### config.mk
export PLATFORM = sky130hd
export DESIGN_NAME = seq_shifter
export DESIGN_NICKNAME = d
export VERILOG_FILES = /design/src/rtl/seq_shifter_pkg.sv /design/src/rtl/seq_shifter_shift_step.sv /design/src/rtl/seq_shifter.sv
export SDC_FILE = /design/constraint.sdc
export NUM_CORES = 1
export LEC_CHECK = 0
export ABC_AREA = 0
export CORE_ASPECT_RATIO = 0.6
export CORE_MARGIN = 5
export CORE_UTILIZATION = 40
export DETAILED_ROUTE_END_ITERATION = 8
export GPL_ROUTABILITY_DRIVEN = 0
export PLACE_DENSITY = 0.78
export SETUP_SLACK_MARGIN = 0.3
export SLEW_MARGIN = 30
export SYNTH_ARGS = -nofsm -noshare
export SYNTH_HDL_FRONTEND = slang
export SYNTH_SLANG_ARGS = --single-unit
### constraint.sdc
create_clock -name clk -period 1.9 [get_ports clk]
set_input_delay 0.19 -clock clk [delete_from_list [all_inputs] [get_ports clk]]
set_output_delay 0.19 -clock clk [all_outputs]
set_load 0.05 [all_outputs]
### src/rtl/seq_shifter_pkg.sv
// Shared types for the sequential shifter: operation encodings and FSM states.
package seq_shifter_pkg;

    typedef enum logic [2:0] {
        MODE_LSL = 3'd0,
        MODE_LSR = 3'd1,
        MODE_ASR = 3'd2,
        MODE_ROL = 3'd3,
        MODE_ROR = 3'd4,
        MODE_RCL = 3'd5,
        MODE_RCR = 3'd6,
        MODE_NOP = 3'd7
    } shift_mode_t;

    typedef enum logic [1:0] {
        ST_IDLE  = 2'd0,
        ST_SHIFT = 2'd1,
        ST_DONE  = 2'd2
    } shifter_state_t;

endpackage

### src/rtl/seq_shifter_shift_step.sv
// One single-bit shift/rotate step; purely combinational.
module shift_step
    import seq_shifter_pkg::*;
#(
    parameter int SIZE = 8
) (
    input  shift_mode_t     mode,
    input  logic [SIZE-1:0] d,
    input  logic            c,
    output logic [SIZE-1:0] d_next,
    output logic            c_next
);

    always_comb begin
        d_next = d;
        c_next = c;
        case (mode)
            MODE_LSL: begin d_next = {d[SIZE-2:0], 1'b0};      c_next = d[SIZE-1]; end
            MODE_LSR: begin d_next = {1'b0, d[SIZE-1:1]};      c_next = d[0];      end
            MODE_ASR: begin d_next = {d[SIZE-1], d[SIZE-1:1]}; c_next = d[0];      end
            MODE_ROL: begin d_next = {d[SIZE-2:0], d[SIZE-1]}; c_next = d[SIZE-1]; end
            MODE_ROR: begin d_next = {d[0], d[SIZE-1:1]};      c_next = d[0];      end
            MODE_RCL: begin d_next = {d[SIZE-2:0], c};         c_next = d[SIZE-1]; end
            MODE_RCR: begin d_next = {c, d[SIZE-1:1]};         c_next = d[0];      end
            default:  begin d_next = d;                        c_next = c;         end
        endcase
    end

endmodule

### src/rtl/seq_shifter.sv
// Multi-cycle shifter: one single-bit step per cycle for 'amount' cycles,
// then a one-cycle done pulse. Result and carry hold until the next accept.
module seq_shifter
    import seq_shifter_pkg::*;
#(
    parameter int SIZE      = 8,
    parameter int AMT_WIDTH = $clog2(SIZE+1)
) (
    input  logic                 clk,
    input  logic                 reset,
    input  logic                 start,
    input  logic [2:0]           mode,
    input  logic [AMT_WIDTH-1:0] amount,
    input  logic [SIZE-1:0]      data,
    input  logic                 carry_in,
    output logic                 busy,
    output logic                 done,
    output logic [SIZE-1:0]      data_out,
    output logic                 carry_out,
    output logic                 zero_out
);

    shifter_state_t       state, state_nxt;
    shift_mode_t          mode_q;
    logic [AMT_WIDTH-1:0] cnt;
    logic [SIZE-1:0]      d_next;
    logic                 c_next;
    logic                 accept;

    // DONE also accepts, so back-to-back operations need no idle cycle.
    assign accept = start && (state != ST_SHIFT);

    shift_step #(.SIZE(SIZE)) u_step (
        .mode   (mode_q),
        .d      (data_out),
        .c      (carry_out),
        .d_next (d_next),
        .c_next (c_next)
    );

    always_ff @(posedge clk) begin
        if (reset) state <= ST_IDLE;
        else       state <= state_nxt;
    end

    always_comb begin
        state_nxt = state;
        case (state)
            ST_IDLE, ST_DONE: begin
                if (accept) state_nxt = (amount == '0) ? ST_DONE : ST_SHIFT;
                else        state_nxt = ST_IDLE;
            end
            ST_SHIFT: if (cnt == AMT_WIDTH'(1)) state_nxt = ST_DONE;
            default:  state_nxt = ST_IDLE;
        endcase
    end

    always_comb begin
        busy = (state == ST_SHIFT);
        done = (state == ST_DONE);
    end

    always_ff @(posedge clk) begin
        if (reset) begin
            data_out  <= '0;
            carry_out <= 1'b0;
            cnt       <= '0;
            mode_q    <= MODE_NOP;
        end else if (accept) begin
            data_out  <= data;
            carry_out <= carry_in;
            cnt       <= amount;
            mode_q    <= shift_mode_t'(mode);
        end else if (state == ST_SHIFT) begin
            data_out  <= d_next;
            carry_out <= c_next;
            cnt       <= cnt - AMT_WIDTH'(1);
        end
    end

    assign zero_out = ~|data_out;

endmodule

Word level (Yosys, flattened, before mapping). Index checks and enable logic that the tools add are counted.

Magnitude comparators: 0. Equal/unequal tests: 12. Shift-type cells: 0. Bitwise logic cells: 0. Mux-type cells: 12. Div/mod/pow operators: 0. Reduce and logical (&&, ||, !) cells: 16. Multipliers: 0. $add $sub $neg: 1.

Operator list (number): 8-bit one-hot mux with 7 select lines (1); 8-bit 2-to-1 mux (2); 3-bit == test (second input constant) (3); 4-bit 2-to-1 mux (2); 8-bit nonzero test (1); 8-bit OR reduction (1); 7-bit nonzero test (1); 3-bit by 2-bit == test with 1-bit output (second input constant) (2); 2-bit 2-to-1 mux (3); 4-bit by 1-bit == test with 1-bit output (second input constant) (1); 4-bit logical NOT (1); 2-bit by 1-bit inequality test with 1-bit output (second input constant) (2); 2-bit one-hot mux with 2 select lines (1); 2-bit AND reduction (2); 4-bit OR reduction (1); 4-bit by 1-bit subtractor with 4-bit output (second input constant) (1); 3-bit by 1-bit == test with 1-bit output (second input constant) (1); 3-bit logical NOT (1); 3-bit AND reduction (1); 3-bit nonzero test (1); 3-bit OR reduction (1); 2-bit by 1-bit == test with 1-bit output (second input constant) (1); 2-bit == test (second input constant) (1); 2-bit logical NOT (1); 7 further kinds (8).

Bits in read-only memories: 0. Input port bits: 19. Word-level logic and storage cells: 47. Output and inout port bits: 12. Register bits: 18. Memories: 0. Memory bits (writable): 0. Latch bits: 0.

Logic depth before layout (Yosys ltp). Gate-level depths: netlist of the first run.

Depth in word-level cells: 5. Depth in mapped cells: 6. Depth with buffers taken out: 5.

Hierarchy. Synthesis of the first run repeated with hierarchy kept, for this count alone.

Cell total of the unflattened synthesis: 160. Area, all modules: 1333.8 sq um.

By module, submodules not included: seq_shifter (cells an instance 97, sequential area each 360.3 sq um, instances 1, area an instance 869.6 sq um); shift_step (cells an instance 63, sequential area each 0.0 sq um, instances 1, area an instance 464.2 sq um).

Least setup slack after synthesis of the first run. Ideal clock, no wire load.

Path type: reg-to-output. Start point: register data_out[2]. End point: output zero_out. Slack: -155 ps. Buffers on the path: 1. Required time: 1710 ps. Stages on the path, launching flop included: 4. Data arrival time: 1865 ps. Path through: dfxtp_1 > clkbuf_2 > or4_1 > nor2_1.

Longest elaborated chain between the ends: 2.

RTL lines: start, declared (line seq_shifter.sv:18) `output logic [SIZE-1:0] data_out,`; start signal, assigned (line seq_shifter.sv:70) `data_out <= data;`; start signal, assigned (line seq_shifter.sv:75) `data_out <= d_next;`; 8-bit OR reduction (line seq_shifter.sv:81) `assign zero_out = ~|data_out;`; 1-bit logical NOT (line seq_shifter.sv:81); end, declared (line seq_shifter.sv:20) `output logic zero_out`.

Every way passes these cells.

Worst setup path after layout of the first run.
Start point: register data_out[6]. End point: output zero_out.

The elaborated chain is that of the path after synthesis.

==> results.json, run 1 <==
{
  "slew_headroom": 0.6710,
  "num_antenna_cells": 0,
  "place.port_buffers": 30,
  "clkSlewWorstSetupHoldPaths_ns": 0.07,
  "crit_family": "simple AND/OR/NAND/NOR gates",
  "outcome": "finished, final reports clean",
  "setup_viol_count_final": 0,
  "p_per_area_nw_per_um2": 807.2,
  "hold_buffers": 0,
  "grt_pass1_wl_um": 6354,
  "grt_max_degree": 17,
  "die_h_um": 53.84,
  "yosysTopAreaCell": "dfxtp_1",
  "finalClockSkew_ns": 0.004357,
  "wirelength_um": 4056,
  "min_period_over_period": 0.8557,
  "finalPower_mw": 1.442,
  "critPathKind": "reg -> out",
  "max-clock-path-buffers": 2,
  "start_util": 0.4321,
  "grt_setup_unrepaired": "true",
  "track_usage": 0.1795,
  "rrSetupSlack_ns": 0.31,
  "syn_inst": 162,
  "leakagePower_nw": 0.7219,
  "cts_tree": "done",
  "cts-buffers-inserted": 3,
  "cts-root-buf": "clkbuf_8",
  "path_max_fanout": 3,
  "setup_tns_ns": 0,
  "hold_viol": 0,
  "synth.top_cell.area_share": 0.2813,
  "synthFlopType": "dfxtp_1",
  "min_to": "cnt[3]",
  "netlist_area_sq_um": 1281,
  "critPathLaunchType": "flop",
  "wl_per_cell_um": 17.11,
  "dr.pass1.iters": 5,
  "cts_htree_levels": 1,
  "synth_edf_count": 0,
  "async_flop_share": 0,
  "ys_warn_count": 0,
  "core-area_sq_um": 2965,
  "fill_cells": 271,
  "dp_hpwl_um": 2885,
  "final_nets": 217,
  "rr_endpoint": "data_out[4]",
  "grt_pass1_vias": 1290,
  "cpPeakStageDelay_ns": 0.55,
  "finalMaxSlewViolations": 0,
  "die_area_sq_um": 4472,
  "area_delta_synth_final_pct": 39.45,
  "synth_seq_cells": 18,
  "crit_arrival_ns": 1.44,
  "clk_latency_ns": 0.26,
  "synth-seq-area-share": 0.2813,
  "drive_gt1_frac": 0.2359,
  "worstPathCellList": "or4_4 > nor2_4 > buf_12",
  "std_cell_rows": 15,
  "cts_sinks": 18,
  "worst_ir_drop_vdd_uv": 529.1,
  "critical_path_required_ns": 1.71,
  "ios": 31,
  "hold_class": "reg -> reg",
  "place_ws_ns": 0.1003,
  "endpoint_kind": "output pin",
  "reg2reg_from": "mode_q[0]",
  "synthTopCellsByArea": "dfxtp_1 (28%), nor2_1 (7.9%), mux2i_1 (4.7%)",
  "path_buf_inv": 1,
  "worst_slack_ns": 0.2742,
  "yosys.cell_types.count": 45,
  "drc_errors": 0,
  "min_delay_path_depth": 2,
  "ant_nets": 0,
  "period_needed_ns": 1.626,
  "avgSynthCellArea_sq_um": 7.909,
  "timing.fmax_ghz": 0.6151,
  "worst_pin_slew_ns": 0.4955,
  "antenna_found_initial": 0,
  "final_cell_mix": "nor2_1 (25), clkdlybuf4s50_1 (18), buf_4 (13), a21oi_1 (10), dlygate4sd2_1 (10)",
  "overflow": 0,
  "synth_nets": 183,
  "min_from": "cnt[3]",
  "fin_hold_ws_ns": 0.5220,
  "viasPerCell": 6.127,
  "vias": 1452,
  "final_common_cell": "nor2_1",
  "dieWidth_um": 83.07,
  "first_iter_violations": 137,
  "r2r_cells": 5,
  "slowest_stage": "or4_4",
  "cap_violations": 0
}
-- final cells by class --
type	instances	area (sq um)	share of cell area
flip-flops and latches	18	384.1	0.2150
repair buffers	44	416.7	0.2332
well taps	42	52.55	0.02941
clock buffers	4	55.05	0.03081
multi-input cells	123	855.8	0.4790
inverters	6	22.52	0.01261
-- worst min-delay path, delay by kind of cell (launching register included) --
family | cells | cell delay [ns]
flip-flops | 1 | 0.32
AO/OA/AOI/OAI | 2 | 0.15
-- how the worst max path moves through the flow --
stage | from | end | depth (start not counted)
after global routing | mode_q[0] | data_out[4] | 5
after floorplan | data_out[3] | zero_out | 3
after detailed placement | mode_q[2] | data_out[2] | 5
after global placement | mode_q[2] | data_out[2] | 5
final | data_out[6] | zero_out | 3
after CTS | state[0] | data_out[1] | 5
-- cell families (layout without fill, tap and decap cells) --
kind of cell             count (synthesis)  after routing  share of synthesized area
buffers and inverters                   21             54                    0.08886
AO/OA/AOI/OAI                           51             51                     0.2901
AND/OR/NAND/NOR                         62             62                     0.2578
multiplexers                             7              7                    0.05567
XOR/XNOR                                 1              1                   0.006837
flip-flops                              18             18                     0.2813
adder cells (fa/ha/maj)                  2              2                    0.01953
-- repair_timing --
item,in CTS,in global routing
pin swaps,3,4
gates resized for setup,23,16
setup endpoints to repair,20,10
buffers inserted,2,3
-- synthesized netlist by cell type, types with 4 or more instances --
master      n
a2111oi_0   4
a211oi_1    4
a21oi_1    10
buf_6       4
clkbuf_1    7
dfxtp_1    18
inv_1       6
mux2i_1     6
nor2_1     27
nor3_1      6
nor3b_1     5
o21ai_0    10
o221ai_1    4
-- sequential cells by signal, summed over array words and instances (netlist names) --
signal and count:
mode_q 3, cnt 4, carry_out 1, state 2, data_out 8
-- power breakdown --
group          switching [mW]  leakage (nW)  internal (mW)
Combinational           0.362         0.541          0.268
Sequential             0.0681         0.152          0.427
Clock                   0.132        0.0288          0.184
Total                   0.562         0.722          0.880
-- routing by layer --
| layer | vias to the layer above | routed length (um) | global-route usage | part of all wire |
|---|---|---|---|---|
| met5 | - | 0 | 0 | 0 |
| met4 | 0 | 77 | 0.05707 | 0.019 |
| met3 | 13 | 315 | 0.03517 | 0.078 |
| met2 | 70 | 1844 | 0.2979 | 0.45 |
| met1 | 700 | 1819 | 0.2398 | 0.45 |
| li1 | 669 | - | - | - |
-- per-stage QoR --
step	util	cell area [sq um]	cells
2_1_floorplan	-	1291	162
3_3_place_gp	0.5532	1640	228
3_5_place_dp	0.5532	1640	228
4_1_cts	0.5806	1722	234
5_1_grt	0.6025	1787	237
6_report	0.6025	1787	237
No activity file was read; power rests on OpenSTA's default activity.
==> run 2: changes to the inputs <==
SKIP_LAST_GASP = 1   (was unset)
==> results of run 2 <==
The final DEF is identical to that of run 1; final timing and power are the same.
==> run 3: changes to the inputs <==
CTS_CLUSTER_DIAMETER = 60   (was unset)
==> results of run 3 <==
The final DEF is identical to that of run 1; final timing and power are the same.
